<file path="config.mk">
export PLATFORM = sky130hd
export DESIGN_NAME = memory_write_align
export DESIGN_NICKNAME = d
export VERILOG_FILES = /design/src/rtl/memory_write_align.sv
export SDC_FILE = /design/constraint.sdc
export NUM_CORES = 1
export LEC_CHECK = 0
export CAP_MARGIN = 20
export CORE_UTILIZATION = 55
export CTS_BUF_LIST = sky130_fd_sc_hd__clkbuf_4 sky130_fd_sc_hd__clkbuf_8 sky130_fd_sc_hd__clkbuf_16
export DETAILED_ROUTE_END_ITERATION = 16
export GPL_TIMING_DRIVEN = 0
export HOLD_SLACK_MARGIN = 0.06
export PLACE_DENSITY = 0.87
export SETUP_SLACK_MARGIN = 0.02
export SLEW_MARGIN = 10
export SYNTH_ARGS = -nofsm -noshare
export SYNTH_HDL_FRONTEND = slang
export SYNTH_SLANG_ARGS = --single-unit
</file>
<file path="constraint.sdc">
create_clock -name clk -period 11.7 [get_ports clk]
set_input_delay 1.17 -clock clk [delete_from_list [all_inputs] [get_ports clk]]
set_output_delay 1.17 -clock clk [all_outputs]
set_load 0.01 [all_outputs]
</file>
<file path="src/rtl/memory_write_align.sv">
// memory_write_align: splits byte-addressed writes of 1..4 bytes into one or
// two lane-aligned dword beats and queues them for a simple bus master.
module memory_write_align #(
  parameter int unsigned DEPTH = 4
) (
  input  logic        clk,
  input  logic        rst,
  input  logic        wr_do,
  input  logic [31:0] wr_address,
  input  logic [2:0]  wr_length,
  input  logic [31:0] wr_data,
  output logic        wr_done,
  output logic        bus_write_do,
  output logic [29:0] bus_address,
  output logic [3:0]  bus_byteenable,
  output logic [31:0] bus_data,
  input  logic        bus_write_done,
  output logic        queue_empty
);

  localparam int unsigned PW = $clog2(DEPTH);
  localparam int unsigned CW = PW + 1;

  typedef struct packed {
    logic [29:0] addr;
    logic [3:0]  be;
    logic [31:0] data;
  } beat_t;

  beat_t          mem_q [DEPTH];
  logic [PW-1:0]  wr_ptr_q, wr_ptr_d;
  logic [PW-1:0]  rd_ptr_q, rd_ptr_d;
  logic [CW-1:0]  count_q, count_d;
  logic           done_q, done_d;
  logic           empty_q, empty_d;

  logic [3:0]     len_mask;
  logic [7:0]     be_wide;
  logic [63:0]    data_wide;
  logic [3:0]     end_off;
  logic [CW-1:0]  beats;
  logic [CW-1:0]  free_cnt;
  logic           accept;
  logic           pop;
  beat_t          beat1, beat2;

  // Beat formation from the request: shifted mask and data span two dwords.
  always_comb begin
    len_mask  = 4'b0000;
    beats     = '0;
    case (wr_length)
      3'd1: len_mask = 4'b0001;
      3'd2: len_mask = 4'b0011;
      3'd3: len_mask = 4'b0111;
      3'd4: len_mask = 4'b1111;
      default: len_mask = 4'b0000;
    endcase
    be_wide   = {4'b0000, len_mask} << wr_address[1:0];
    data_wide = {32'h0, wr_data} << {wr_address[1:0], 3'b000};
    end_off   = {2'b00, wr_address[1:0]} + {1'b0, wr_length};
    if (wr_length >= 3'd1 && wr_length <= 3'd4)
      beats = (end_off > 4'd4) ? CW'(2) : CW'(1);
    beat1.addr = wr_address[31:2];
    beat1.be   = be_wide[3:0];
    beat1.data = data_wide[31:0];
    beat2.addr = wr_address[31:2] + 30'd1;
    beat2.be   = be_wide[7:4];
    beat2.data = data_wide[63:32];
  end

  // Acceptance, pop and pointer/occupancy next-state.
  always_comb begin
    free_cnt = CW'(DEPTH) - count_q;
    // The free check deliberately ignores a same-cycle pop.
    accept   = wr_do && !done_q && (free_cnt >= beats);
    pop      = bus_write_done && (count_q != '0);
    wr_ptr_d = wr_ptr_q;
    rd_ptr_d = rd_ptr_q;
    count_d  = count_q;
    done_d   = accept;
    if (accept)
      wr_ptr_d = wr_ptr_q + beats[PW-1:0];
    if (pop)
      rd_ptr_d = rd_ptr_q + PW'(1);
    count_d  = count_q + (accept ? beats : '0) - (pop ? CW'(1) : '0);
    empty_d  = (count_d == '0) && !done_d;
  end

  // Control state registers.
  always_ff @(posedge clk) begin
    if (rst) begin
      wr_ptr_q <= '0;
      rd_ptr_q <= '0;
      count_q  <= '0;
      done_q   <= 1'b0;
      empty_q  <= 1'b1;
    end else begin
      wr_ptr_q <= wr_ptr_d;
      rd_ptr_q <= rd_ptr_d;
      count_q  <= count_d;
      done_q   <= done_d;
      empty_q  <= empty_d;
    end
  end

  // Beat storage; both beats of a split request land in the same cycle.
  always_ff @(posedge clk) begin
    if (!rst && accept) begin
      if (beats != '0)
        mem_q[wr_ptr_q] <= beat1;
      if (beats == CW'(2))
        mem_q[wr_ptr_q + PW'(1)] <= beat2;
    end
  end

  // Head presentation, forced to zero while the queue is empty.
  always_comb begin
    bus_write_do   = (count_q != '0);
    bus_address    = '0;
    bus_byteenable = '0;
    bus_data       = '0;
    if (bus_write_do) begin
      bus_address    = mem_q[rd_ptr_q].addr;
      bus_byteenable = mem_q[rd_ptr_q].be;
      bus_data       = mem_q[rd_ptr_q].data;
    end
  end

  assign wr_done     = done_q;
  assign queue_empty = empty_q;

endmodule

</file>
==> reports/qor.yml <==
critical_path:
  crit_path_start_kind: "input pin"
  crit_top_cell: "clkbuf_1"
  critPathSlowestCell: "clkbuf_1"
  crit_fanout: 19
  regToRegEndpoint: "mem_q[0][63]$_DFFE_PP_"
  crit_type: "input pin to flop"
  critPathArrivalTime_ns: 5.91
  reg2regPathDepth: 12
  path_cells: "clkdlybuf4s50_1 -> ha_1 -> fa_1 -> nor2_1 -> o22ai_1 -> nor2_1 -> ha_1 -> nand2b_1 -> a21oi_1 -> clkbuf_1 -> or4_1 -> clkbuf_1 -> clkbuf_1 -> o21ai_4 -> buf_16 -> buf_16"
  max_stage_delay_ns: 0.61
  required_ns: 12.01
  r2r_start: "count_q[0]$_SDFF_PP0_"
  crit_path_end: "mem_q[0][63]$_DFFE_PP_"
  end_kind: "flop"
  crit_start: "wr_address[0]"
  r2r_slack_ns: 7.95
floorplan:
  die_area_um2: 28400
  initial_utilization_pct: 56.3
  ios: 140
  rows: 60
  core-area_um2: 27100
  dieHeight_um: 169
  die_w_um: 169
grt:
  grt.busiest_layer: "met2"
  grt_use_met1_pct: 37.8
  grt_antenna_before_repair: 0
  met2_usage_pct: 49.8
  overflow: 0
  grt_first_pass_wirelength_um: 65000
  grt_util_met3_pct: 7.01
  grt_pass1_vias: 11600
  grt_max_degree: 25
  grt_usage_pct: 30.3
final_layout:
  nNetsFinal: 1550
  antenna-diode-count: 0
  synthToLayoutAreaGrowth_pct: 18.6
  regArea_um2: 8150
  layout-drive-gt1-share_pct: 15.4
  nFillCells: 1858
  multi_input_area_um2: 6560
clock_network:
  root_buffer: "clkbuf_16"
  cts_hold_buf: 0
  tritoncts: "yes"
  cts_setup_buffers: 0
  htree_num_levels: 1
  cts_resized: 0
  cts.sinks: 275
  clk_latency_ns: 0.57
  clk_pin_slew_worst_paths_ns: 0.06
  cts_buffers: 27
  cts_buffer_depth: 3
logic_synthesis:
  yosys_register_bits: 275
  ys_top_cells_by_area: "edfxtp_1 52%, mux4_2 9.7%, nand2_1 4.2%, xor2_1 3.8%, nor2_1 3.2%"
  synthArstFlopShare_pct: 0
  syn_area_um2: 15300
  synth-compound-area-share_pct: 5.41
  yosysTopAreaCellShare_pct: 51.9
  seq_area_frac_synth_pct: 53.4
  yosysUniqueCellTypes: 52
  syn_nets: 1380
  yosys.cell_count.top_type: "edfxtp_1"
  synth_edf_count: 264
  ys_top_cells_by_count: "264 x edfxtp_1, 172 x nand2_1, 131 x nor2_1"
  syn_inst: 1296
  synth_top_family_by_area: "simple AND/OR/NAND/NOR gates"
  synth_xor_area_share_pct: 6.94
  ys.flop_type: "edfxtp_1"
  synth.mux.area_fraction_pct: 12.3
  synth_fa_ha_area_share_pct: 1.16
  synth_top_area_cell: "edfxtp_1"
  ys_warn_count: 0
  synthSimpleGateAreaFrac_pct: 16.9
  avgSynthCellArea_um2: 11.8
routing:
  drc: 0
  via_per_inst: 6.26
  wl_um: 42800
  wl_per_cell_um: 23.1
  drtIter0Drc: 1651
  ant_nets: 0
  dr_total_vias: 11600
  firstDrtPassIters: 9
pwr:
  powerDensity_nw_per_um2: 177
  p_leak_nw: 5.97
  ir_drop_mv: 0.100
sta:
  report.final.slew_viol_count: 0
  finalHoldViolCount: 0
  min_period_ns: 5.61
  fmax_ghz: 0.178
  fin_skew_ns: 0.0131
  max_slew_margin_pct: 29.8
  setup_viol: 0
  grt_setup_unrepaired: "no"
  worstMarginPinSlew_ns: 1.05
  setup_slack_ns: 6.09
  finalCritPeriodShare_pct: 47.9
  setup_tns_ns: 0
place:
  dp_hpwl_um: 29000
  gp_congestion: 0.973
  place_ws_ns: 5.66
  place.port_buffers: 116
hold_path:
  holdPathStages: 2
  hold_path.startpoint: "rd_ptr_q[1]$_SDFFE_PP0P_"
  hp-class: "flop to flop"
run_status:
  run_status: "completed"
flow_run:
  cap_violations: 0
-- final cells by class --
cell class                      instances  share of cell area [%]
Tap cell                              372                    2.57
Timing Repair Buffer                  141                    8.18
Clock buffer                           33                    3.98
Multi-Input combinational cell        889                    36.2
Buffer                                117                    2.94
Inverter                               15                   0.311
Clock inverter                         15                   0.795
Sequential cell                       275                    45.0
-- kinds of logic (layout without fill, tap and decap cells) --
logic type               after synthesis  count (layout)
multiplexers                         104             104
XOR/XNOR                             121             121
flip-flops                           275             275
buffers and inverters                132             321
AND/OR/NAND/NOR                      496             496
adder cells (fa/ha/maj)               13              13
AO/OA/AOI/OAI                        155             155
-- cells in the final DEF (no fill, tap or decap), types with 5 or more instances in the layout --
cell type / instances
inv_1: 9
buf_4: 16
xnor2_1: 55
mux2i_1: 29
ha_1: 11
or2_2: 5
nor3_1: 8
dfxtp_1: 11
clkinv_1: 11
nand2_1: 172
clkdlybuf4s50_1: 116
clkbuf_1: 61
buf_2: 23
o21ai_0: 95
nor2b_1: 9
nor4_2: 32
or4_1: 5
nor2_1: 131
mux2_2: 9
a21oi_1: 42
nand4_1: 6
mux4_2: 66
clkbuf_16: 27
and2_1: 66
clkbuf_4: 6
nor4_1: 22
buf_6: 11
edfxtp_1: 264
nand3_1: 12
and3_1: 7
buf_1: 21
xor2_1: 66
-- state kept, by name, summed over array words and instances, names as in the netlist, named ones only --
signal	count
wr_done	1
count_q	3
mem_q	264
rd_ptr_q	2
wr_ptr_q	2
queue_empty	1
-- worst max-delay path: cells and delay by family --
family / cells / cell delay [ns]
buffers and inverters: 6 / 2.21
adder cells (fa/ha/maj): 3 / 1.07
AND/OR/NAND/NOR: 4 / 0.51
AO/OA/AOI/OAI: 3 / 0.94
-- stage by stage --
step / instances / power [mW] / area [um2] / util (%) / hold WS, ns
2_1_floorplan: 1296 / 1.83 / 15300 / - / 0.485
3_3_place_gp: 1784 / 2.29 / 16900 / 62.3 / 0.518
3_5_place_dp: 1807 / 2.32 / 17200 / 63.5 / 0.520
4_1_cts: 1855 / 3.18 / 18100 / 66.7 / 0.538
5_1_grt: 1857 / 3.31 / 18100 / 66.8 / 0.582
6_report: 1857 / 3.20 / 18100 / 66.8 / 0.526
-- worst min-delay path by stage --
stage	end	slack, ns
after floorplan	flop	0.48
after global placement	rd_ptr_q[1]$_SDFFE_PP0P_	0.52
after detailed placement	rd_ptr_q[1]$_SDFFE_PP0P_	0.52
after CTS	flop	0.54
after global routing	flop	0.58
final	flop	0.53
-- power breakdown --
part           switching [mW]  internal, mW  total, mW
sequential             0.0194          1.16       1.18
combinational           0.588         0.564       1.15
clock                   0.373         0.501      0.874
-- per-layer routing --
| layer | routed length, um | vias up |
|---|---|---|
| met2 | 20500 | 924 |
| met4 | 2090 | 0 |
| met1 | 15000 | 5501 |
| met3 | 5170 | 194 |
| li1 | - | 5008 |
| met5 | 0 | - |
No activity file was read; power rests on OpenSTA's default activity.
